**src/rtl/match_pkg.sv**
```systemverilog
// Shared match-flow types and goal geometry.
// Also used by the colour mapper for the goal rectangles.
package match_pkg;

  typedef enum logic [1:0] {
    IDLE,
    PLAY,
    PAUSE,
    WIN
  } match_state_t;

  localparam int COORD_W       = 10;
  localparam int SCORE_W       = 3;

  localparam int WIN_SCORE     = 3;
  localparam int PAUSE_FRAMES  = 60;

  localparam int GOAL_Y_TOP    = 275;
  localparam int LGOAL_X_END   = 70;
  localparam int RGOAL_X_START = 570;
  localparam int BALL_SIZE     = 33;

  // Saturating score bump; never goes past lim.
  function automatic logic [SCORE_W-1:0] score_inc(
    input logic [SCORE_W-1:0] s,
    input logic [SCORE_W-1:0] lim
  );
    if (s >= lim) begin
      return s;
    end
    return s + 1'b1;
  endfunction

endpackage

```
**src/rtl/edge_detect_rise.sv**
```systemverilog
// Single-bit rising-edge detector.
// Output is combinational from d and the registered previous value.
module edge_detect_rise (
  input  logic clk,
  input  logic rst_n,
  input  logic d,
  output logic rise
);

  logic q;

  // Remember last sample of d.
  always_ff @(posedge clk or negedge rst_n) begin
    if (!rst_n) begin
      q <= 1'b0;
    end else begin
      q <= d;
    end
  end

  assign rise = d & ~q;

endmodule

```
**src/rtl/match_state_ctrl.sv**
```systemverilog
// Match flow controller: title, play, goal pause, win.
// Owns scores and tells ball/player logic to freeze or recentre.
module match_state_ctrl #(
  parameter int WIN_SCORE     = match_pkg::WIN_SCORE,
  parameter int PAUSE_FRAMES  = match_pkg::PAUSE_FRAMES,
  parameter int GOAL_Y_TOP    = match_pkg::GOAL_Y_TOP,
  parameter int LGOAL_X_END   = match_pkg::LGOAL_X_END,
  parameter int RGOAL_X_START = match_pkg::RGOAL_X_START,
  parameter int BALL_SIZE     = match_pkg::BALL_SIZE
) (
  input  logic       CLK,
  input  logic       Reset,
  input  logic       frame_tick,
  input  logic       start_key,
  input  logic [9:0] ball_x,
  input  logic [9:0] ball_y,
  output logic       game_start,
  output logic       patrick_win,
  output logic       zuofu_win,
  output logic [2:0] patrick_score,
  output logic [2:0] zuofu_score,
  output logic       freeze,
  output logic       ball_reset
);

  import match_pkg::*;

  localparam int CNT_W =
    (PAUSE_FRAMES > 1) ? $clog2(PAUSE_FRAMES) : 1;

  localparam logic [CNT_W-1:0] CNT_LAST =
    CNT_W'(PAUSE_FRAMES - 1);

  localparam logic [SCORE_W-1:0] WIN_S =
    SCORE_W'(WIN_SCORE);

  localparam logic [10:0] Y_TOP = 11'(GOAL_Y_TOP);
  localparam logic [10:0] LX    = 11'(LGOAL_X_END);
  localparam logic [10:0] RX    = 11'(RGOAL_X_START);
  localparam logic [10:0] BS    = 11'(BALL_SIZE);

  match_state_t       state_q, state_d;
  logic [SCORE_W-1:0] p_q, p_d;
  logic [SCORE_W-1:0] z_q, z_d;
  logic [CNT_W-1:0]   cnt_q, cnt_d;
  logic               pw_q, pw_d;
  logic               zw_q, zw_d;
  logic               br_q, br_d;
  logic               gs_q, fr_q;

  logic               start_press;
  logic               in_mouth;
  logic               goal_l, goal_r;
  logic [10:0]        bx, by, bx_far;

  edge_detect_rise u_start (
    .clk   (CLK),
    .rst_n (Reset),
    .d     (start_key),
    .rise  (start_press)
  );

  // 11-bit geometry so ball_x + BALL_SIZE cannot wrap.
  always_comb begin
    bx       = {1'b0, ball_x};
    by       = {1'b0, ball_y};
    bx_far   = bx + BS;
    in_mouth = (by >= Y_TOP);
    goal_l   = in_mouth && (bx < LX);
    goal_r   = in_mouth && (bx_far > RX);
  end

  // Next-state, score and pulse decisions.
  always_comb begin
    state_d = state_q;
    p_d     = p_q;
    z_d     = z_q;
    cnt_d   = cnt_q;
    pw_d    = pw_q;
    zw_d    = zw_q;
    br_d    = 1'b0;

    unique case (state_q)
      IDLE: begin
        if (start_press) begin
          state_d = PLAY;
          br_d    = 1'b1;
        end
      end

      PLAY: begin
        if (frame_tick) begin
          if (goal_r) begin
            p_d = score_inc(p_q, WIN_S);
            if (p_d == WIN_S) begin
              state_d = WIN;
              pw_d    = 1'b1;
            end else begin
              state_d = PAUSE;
              cnt_d   = '0;
            end
          end else if (goal_l) begin
            z_d = score_inc(z_q, WIN_S);
            if (z_d == WIN_S) begin
              state_d = WIN;
              zw_d    = 1'b1;
            end else begin
              state_d = PAUSE;
              cnt_d   = '0;
            end
          end
        end
      end

      PAUSE: begin
        if (frame_tick) begin
          if (cnt_q == CNT_LAST) begin
            state_d = PLAY;
            br_d    = 1'b1;
          end else begin
            cnt_d = cnt_q + 1'b1;
          end
        end
      end

      WIN: begin
        if (start_press) begin
          state_d = IDLE;
          p_d     = '0;
          z_d     = '0;
          pw_d    = 1'b0;
          zw_d    = 1'b0;
        end
      end

      default: begin
        state_d = IDLE;
      end
    endcase
  end

  // State, scores and registered outputs.
  always_ff @(posedge CLK or negedge Reset) begin
    if (!Reset) begin
      state_q <= IDLE;
      p_q     <= '0;
      z_q     <= '0;
      cnt_q   <= '0;
      pw_q    <= 1'b0;
      zw_q    <= 1'b0;
      br_q    <= 1'b0;
      gs_q    <= 1'b0;
      fr_q    <= 1'b1;
    end else begin
      state_q <= state_d;
      p_q     <= p_d;
      z_q     <= z_d;
      cnt_q   <= cnt_d;
      pw_q    <= pw_d;
      zw_q    <= zw_d;
      br_q    <= br_d;
      gs_q    <= (state_d != IDLE);
      fr_q    <= (state_d != PLAY);
    end
  end

  assign game_start    = gs_q;
  assign freeze        = fr_q;
  assign ball_reset    = br_q;
  assign patrick_win   = pw_q;
  assign zuofu_win     = zw_q;
  assign patrick_score = p_q;
  assign zuofu_score   = z_q;

endmodule

```
**config.mk**
```make
export PLATFORM = sky130hd
export DESIGN_NAME = match_state_ctrl
export DESIGN_NICKNAME = d
export VERILOG_FILES = /design/src/rtl/match_pkg.sv /design/src/rtl/edge_detect_rise.sv /design/src/rtl/match_state_ctrl.sv
export SDC_FILE = /design/constraint.sdc
export NUM_CORES = 1
export LEC_CHECK = 0
export BUFFER_PORTS_ARGS = -buffer_cell sky130_fd_sc_hd__buf_4
export CAP_MARGIN = 25
export CORE_ASPECT_RATIO = 1.1
export CORE_UTILIZATION = 50
export CTS_CLUSTER_DIAMETER = 200
export DETAILED_ROUTE_END_ITERATION = 12
export PLACE_DENSITY_LB_ADDON = 0.25
export SKIP_CTS_REPAIR_TIMING = 1
export SLEW_MARGIN = 0
export SYNTH_ARGS = -nofsm -noshare
export SYNTH_HDL_FRONTEND = slang
export SYNTH_SLANG_ARGS = --single-unit
```
**constraint.sdc**
```tcl
create_clock -name CLK -period 5.9 [get_ports CLK]
set_input_delay 0 -clock CLK [delete_from_list [all_inputs] [get_ports CLK]]
set_output_delay 0 -clock CLK [all_outputs]
set_load 0.02 [all_outputs]
```
==> impl_metrics.py, run 1 <==
metrics = {
    "yosys": {
        "asyncSetResetFlopFracSynth_pct": 100.0,
        "syn_inst": 160,
        "synth-seq-cells": 20,
        "number_of_enable_flip_flop_cells_after_synthesis": 0,
        "synth_most_common_cell": "sky130_fd_sc_hd__dfrtp_1",
        "syn_area_per_cell_um2": 8.727,
        "synth_largest_type_area_fraction_pct": 34.05,
        "ys.warnings.count": 0,
        "synth_top_cells_by_count": "19 x sky130_fd_sc_hd__dfrtp_1, 18 x sky130_fd_sc_hd__nand2_1, 12 x sky130_fd_sc_hd__nor2_1, 10 x sky130_fd_sc_hd__o21ai_0, 9 x sky130_fd_sc_hd__nand3_1",
        "yosys-top-cells-area": "sky130_fd_sc_hd__dfrtp_1 34%, sky130_fd_sc_hd__ha_1 5.4%, sky130_fd_sc_hd__nand2_1 4.8%, sky130_fd_sc_hd__o21ai_0 3.6%, sky130_fd_sc_hd__nand3_1 3.2%",
        "post_synthesis_net_count": 190,
        "yosys.cell_types.count": 49,
        "synth_sequential_area_ratio_pct": 35.93,
        "synth.largest_area_cell": "sky130_fd_sc_hd__dfrtp_1",
        "synth_top_flop_cell": "sky130_fd_sc_hd__dfrtp_1",
        "synth_area_um2": 1396,
    },
    "floorplan": {
        "floorplan.initialDensity_pct": 54.39,
        "rows": 19,
        "coreArea_um2": 2567,
        "chipHeight_um": 57.43,
        "area_of_the_die_um2": 3008,
        "boundaryPins": 35,
        "die_w_um": 52.39,
    },
    "clock_tree": {
        "cts_max_level": 1,
        "clkSinkCount": 20,
        "cts.clk_slew.worst_paths_ns": 0.10,
        "cts_tree": "yes",
        "library_cell_used_as_clock_root_buffer": "sky130_fd_sc_hd__clkbuf_4",
        "tritoncts.num_buffers": 3,
        "max-clock-path-buffers": 2,
        "clkLatencyLatePin_ns": 0.31,
    },
    "grt": {
        "globalRouteOverflowTotal": 0,
        "vias_in_the_first_global_route": 1248,
        "grt_start_max_net_pins": 21,
        "number_of_antenna_violations_at_the_first_check_in_global_routing": 0,
        "grt_use_total_pct": 23.00,
        "grt_pass1_wl_mm": 5.237,
    },
    "run_status": {
        "run_status": "completed",
    },
    "timing": {
        "grt_setup_unrepaired": "false",
        "slew_violations": 0,
        "final_clock_period_utilization_by_the_worst_path_pct": 36.61,
        "max_freq_mhz": 463.0,
        "finalCriticalPeriod_ns": 2.160,
        "setup-violations-final": 0,
        "setup_tns_ns": 0,
        "worstMarginPinSlew_ns": 0.4587,
        "fin_skew_ns": 0.002608,
        "finalHoldViolations": 0,
        "max_slew_margin_pct": 69.02,
    },
    "detailed_routing": {
        "wire_per_inst_um": 13.87,
        "vias": 1374,
        "detailedRoute.firstIterationViolations": 42,
        "drt_wl_total_mm": 3.135,
        "drt_first_pass_iters": 4,
        "via_per_inst": 6.080,
        "drcViolationCount": 0,
        "antenna_left": 0,
    },
    "pwr": {
        "combinationalPowerShare_pct": 48.8,
        "power.sequential.fraction_pct": 40.3,
        "power_switching_uw": 268.3,
        "vdd.ir_drop.worst_uv": 309.9,
        "switching_share_pct": 43.04,
        "intPower_uw": 355.0,
        "power-per-cell-area_nw_per_um2": 364.6,
        "static_power_due_to_leakage_nw": 0.7412,
        "clkPwrFrac_pct": 10.8,
    },
    "placed_design": {
        "dp.final_hpwl_mm": 2.414,
        "port_bufs": 34,
        "gp_routability_congestion": 0.8197,
        "placed_insts": 220,
        "dpl-instance-area_um2": 1663,
    },
    "layout": {
        "finish.cell_count_without_fillers": 226,
        "design_area_um2": 1709,
        "drive_above_1_share_pct": 24.62,
        "diode_count": 0,
        "areaGrowthSynthToFinish_pct": 22.40,
        "design.final.nets": 226,
    },
    "critical_path": {
        "cp_data_required_time_ns": 6.09,
        "timing.critical_path.to_type": "flip-flop",
        "data_arrival_time_of_the_critical_path_ns": 2.35,
        "timing.critical_path.from_type": "flip-flop",
        "crit_path_max_fanout": 9,
        "critPathKind": "reg2reg",
    },
    "worst_hold_path": {
        "timing.hold.worst.class": "in2async",
    },
    "run": {
        "cap_violations": 0,
    },
}
## registers in the layout, summed over array words and instances (netlist names)
register	flops
game_start	1
patrick_score	3
cnt_q	6
patrick_win	1
u_start.q	1
ball_reset	1
freeze	1
zuofu_score	3
state_q	2
zuofu_win	1
## worst paths after layout
check	end	slack (ns)	cells past startpoint	from
max	cnt_q[0]	3.74	7	patrick_score[0]
min	zuofu_score[1]	0.09	2	Reset
max reg2reg	cnt_q[0]	3.74	7	patrick_score[0]
min reg2reg	zuofu_win	0.51	1	zuofu_win
max in group asynchronous	freeze	5.54	2	Reset
min in group CLK	ball_reset	0.09	5	frame_tick
## final cells by class
cell class	instances	area, um^2
Fill cell	221	858.3
Multi-Input combinational cell	127	837.1
Sequential cell	20	501.7
Timing Repair Buffer	36	275.3
Tap cell	31	38.79
Inverter	8	30.03
Clock buffer	4	26.28
## logic make-up after synthesis
group	share of synthesized area [%]
simple gates	25.36
buf+inv	4.121
fa+ha+maj	5.376
xor+xnor	1.255
mux	0.7169
compound gates	27.24
flops	35.93
## critical path: stages, from the launching register on
cell and delay, ns:
sky130_fd_sc_hd__dfrtp_1 0.46, sky130_fd_sc_hd__ha_1 0.23, sky130_fd_sc_hd__ha_1 0.27, sky130_fd_sc_hd__a32oi_1 0.17, sky130_fd_sc_hd__nor2_1 0.10, sky130_fd_sc_hd__a2111o_1 0.43
sky130_fd_sc_hd__a21oi_4 0.24, sky130_fd_sc_hd__o21ai_0 0.14
## placed cells by master, fill, tap and decap left out, types with 4 or more instances in the layout
cell | synthesis | routed
sky130_fd_sc_hd__a21oi_1 | 6 | 6
sky130_fd_sc_hd__nor2_1 | 12 | 12
sky130_fd_sc_hd__ha_1 | 6 | 6
sky130_fd_sc_hd__a2111o_1 | 4 | 4
sky130_fd_sc_hd__nand3_1 | 9 | 9
sky130_fd_sc_hd__o211ai_1 | 4 | 4
sky130_fd_sc_hd__nand2_1 | 18 | 18
sky130_fd_sc_hd__a31oi_1 | 4 | 4
sky130_fd_sc_hd__buf_4 | 0 | 34
sky130_fd_sc_hd__dfrtp_1 | 19 | 19
sky130_fd_sc_hd__o21ai_0 | 10 | 10
sky130_fd_sc_hd__inv_1 | 8 | 8
## power groups by stage
stage / logic (mW) / registers, mW / clock network, mW
2_1_floorplan: 0.176 / 0.271 / 0
4_1_cts: 0.305 / 0.250 / 0.0706
3_5_place_dp: 0.304 / 0.253 / 0
5_1_grt: 0.338 / 0.261 / 0.0728
6_report: 0.304 / 0.251 / 0.0676
3_3_place_gp: 0.293 / 0.250 / 0
## per-layer routing
layer  track usage [%]  vias up  wire [um]
met5                 0        -          0
met2             39.42       50       1555
met3             1.600        9        157
li1                  -      675          -
met4             11.65        0         78
met1             28.45      640       1343
## through the flow
step | utilization, % | worst slack (ns) | hold slack [ns] | power, mW
6_report | 66.57 | 3.740 | 0.09294 | 0.6232
5_1_grt | 66.57 | 3.585 | 0.1069 | 0.6722
4_1_cts | 65.79 | 3.734 | -0.4507 | 0.6256
3_5_place_dp | 64.77 | 3.679 | -0.1054 | 0.5570
3_3_place_gp | 64.77 | 3.726 | -0.1115 | 0.5430
2_1_floorplan | - | 3.809 | -0.2956 | 0.4464
No activity file was read; power rests on OpenSTA's default activity.
==> inputs of run 2 (changes only) <==
--- a/config.mk
+++ b/config.mk
@@ -8,7 +8,7 @@
 export BUFFER_PORTS_ARGS = -buffer_cell sky130_fd_sc_hd__buf_4
 export CAP_MARGIN = 25
 export CORE_ASPECT_RATIO = 1.1
-export CORE_UTILIZATION = 50
+export CORE_UTILIZATION = 47
 export CTS_CLUSTER_DIAMETER = 200
 export DETAILED_ROUTE_END_ITERATION = 12
 export PLACE_DENSITY_LB_ADDON = 0.25
==> constraint.sdc (replaced) <==
create_clock -name CLK -period 1.77 [get_ports CLK]
set_input_delay 0 -clock CLK [delete_from_list [all_inputs] [get_ports CLK]]
set_output_delay 0 -clock CLK [all_outputs]
set_load 0.02 [all_outputs]
==> run 2 against run 1 <==
  * The run now ends with setup timing left
  * First-iteration DRC count is 14% higher
  * Fmax is 8.5% higher
  * Hold slack lost 0.022 ns
  * Power grew to 4.4 times the previous value
  * Final area grew 23%
  * Clock-buffer cell count is 1 lower
  * Largest cell class unchanged
  * Sequential share of layout area decreased by 5.5 points
==> impl_metrics.py, run 2 (synthesized netlist as in run 1, its figures left out) <==
metrics = {
    "run_status": {
        "run_status": "finished, violations left",
        "violations": "setup timing",
    },
    "floorplan": {
        "coreArea_um2": 2803,
        "floorplan.initialDensity_pct": 49.82,
        "chipHeight_um": 59.17,
        "rows": 20,
        "die_w_um": 53.97,
        "area_of_the_die_um2": 3193,
        "boundaryPins": 35,
    },
    "clock_tree": {
        "cts_tree": "yes",
        "library_cell_used_as_clock_root_buffer": "sky130_fd_sc_hd__clkbuf_4",
        "cts.clk_slew.worst_paths_ns": 0.13,
        "max-clock-path-buffers": 2,
        "clkSinkCount": 20,
        "tritoncts.num_buffers": 3,
        "clkLatencyLatePin_ns": 0.32,
        "cts_max_level": 1,
    },
    "detailed_routing": {
        "drcViolationCount": 0,
        "detailedRoute.firstIterationViolations": 48,
        "vias": 1507,
        "drt_wl_total_mm": 3.953,
        "wire_per_inst_um": 15.09,
        "antenna_left": 0,
        "drt_first_pass_iters": 4,
        "via_per_inst": 5.752,
    },
    "layout": {
        "drive_above_1_share_pct": 41.92,
        "layout_commonest_cell": "sky130_fd_sc_hd__buf_4",
        "areaGrowthSynthToFinish_pct": 51.16,
        "final_util_pct": 75.31,
        "flip_flop_count_of_the_largest_register_all_copies_and_words_added": 6,
        "design.final.nets": 260,
        "top_register": "cnt_q",
        "mostFrequentLayoutCells": "65 x sky130_fd_sc_hd__buf_4, 18 x sky130_fd_sc_hd__nand2_1, 17 x sky130_fd_sc_hd__dfrtp_1, 9 x sky130_fd_sc_hd__nor2_1, 9 x sky130_fd_sc_hd__nand3_1",
        "diode_count": 0,
    },
    "timing": {
        "setup-violations-final": 10,
        "max_slew_margin_pct": 71.15,
        "max_freq_mhz": 502.3,
        "slew_violations": 0,
        "timing.final.ws_setup_ns": -0.2210,
        "fin_skew_ns": 0.01314,
        "final_clock_period_utilization_by_the_worst_path_pct": 112.5,
        "timing.hold.ws_ns": 0.07050,
        "finalCriticalPeriod_ns": 1.991,
        "grt_setup_unrepaired": "true",
        "finalHoldViolations": 0,
        "worstMarginPinSlew_ns": 0.4316,
    },
    "pwr": {
        "vdd.ir_drop.worst_uv": 1367,
        "static_power_due_to_leakage_nw": 0.9340,
        "total_power_mw": 2.737,
        "power-per-cell-area_nw_per_um2": 1296,
    },
    "grt": {
        "grt_pass1_wl_mm": 6.044,
        "grt_use_total_pct": 25.96,
        "number_of_antenna_violations_at_the_first_check_in_global_routing": 0,
        "globalRouteOverflowTotal": 0,
        "grt_start_max_net_pins": 21,
        "vias_in_the_first_global_route": 1484,
    },
    "critical_path": {
        "timing.critical_path.to_type": "flip-flop",
        "r2r_slack_ns": -0.22,
        "data_arrival_time_of_the_critical_path_ns": 2.19,
        "crit_path_max_fanout": 5,
        "critPathKind": "reg2reg",
        "timing.critical_path.from_type": "flip-flop",
        "regToRegEndpoint": "game_start",
        "startpoint_of_the_worst_slack_reg_to_reg_timing_path": "patrick_score[0]",
        "worst-r2r-cell-count": 7,
        "cp_data_required_time_ns": 1.97,
    },
    "placed_design": {
        "dp.final_hpwl_mm": 2.904,
        "port_bufs": 34,
        "gp_routability_congestion": 0.7991,
        "preCtsSetupSlack_ns": -0.4236,
    },
    "run": {
        "cap_violations": 0,
    },
    "worst_hold_path": {
        "timing.hold.worst.class": "in2async",
    },
}
-- run 2: changes by cell type in the layout (fill, tap and decap cells not counted), sizes merged --
cell,previous run,this run
buf,34,67
a21oi,7,8
bufinv,0,1
clkbuf,4,3
-- run 2: where the power goes --
part / switching (mW) / internal (mW) / total, mW
logic: 0.793 / 0.783 / 1.58
clock network: 0.156 / 0.229 / 0.385
registers: 0.138 / 0.637 / 0.775
total: 1.09 / 1.65 / 2.74
-- run 2: worst max-delay path by stage --
stage,from,to,slack [ns],depth (start not counted)
after global placement,ball_x[0],game_start,-0.36,8
after detailed placement,ball_x[1],game_start,-0.42,9
after floorplan,ball_x[0],game_start,-0.14,7
final,patrick_score[0],game_start,-0.22,7
after CTS,patrick_score[0],game_start,-0.19,7
after global routing,patrick_score[0],game_start,-0.28,7
-- run 2: layout make-up --
type	instances	area [um^2]
timing repair buffer	69	538.0
tap	33	41.29
fill	210	691.9
inverter	8	32.53
clock buffer	3	22.52
clock inverter	1	30.03
multi-input combinational	128	942.2
sequential	20	504.2
-- run 2: stage by stage --
| step | instances | area [um^2] | TNS, ns |
|---|---|---|---|
| floorplan | 160 | 1441 | -1.150 |
| global placement | 254 | 1951 | -4.367 |
| detailed placement | 254 | 1951 | -5.373 |
| CTS | 258 | 2003 | -1.614 |
| global route | 262 | 2111 | -2.204 |
| finish | 262 | 2111 | -1.590 |
-- run 2: worst max-delay path, stage by stage, from the launching register on --
cell and delay (ns):
sky130_fd_sc_hd__dfrtp_2 0.45, sky130_fd_sc_hd__ha_4 0.17, sky130_fd_sc_hd__ha_4 0.20, sky130_fd_sc_hd__a32oi_2 0.19, sky130_fd_sc_hd__nor2_2 0.07, sky130_fd_sc_hd__o32a_1 0.42, sky130_fd_sc_hd__a21oi_4 0.26, sky130_fd_sc_hd__o211ai_1 0.11
-- run 2: metal layers --
layer  up-vias  routed length (um)  global-route usage (%)
met5         -                   0                       0
met4         0                  97                   13.92
met3         8                 123                   2.821
met2        33                2102                   45.68
met1       720                1629                   30.08
li1        746                   -                       -
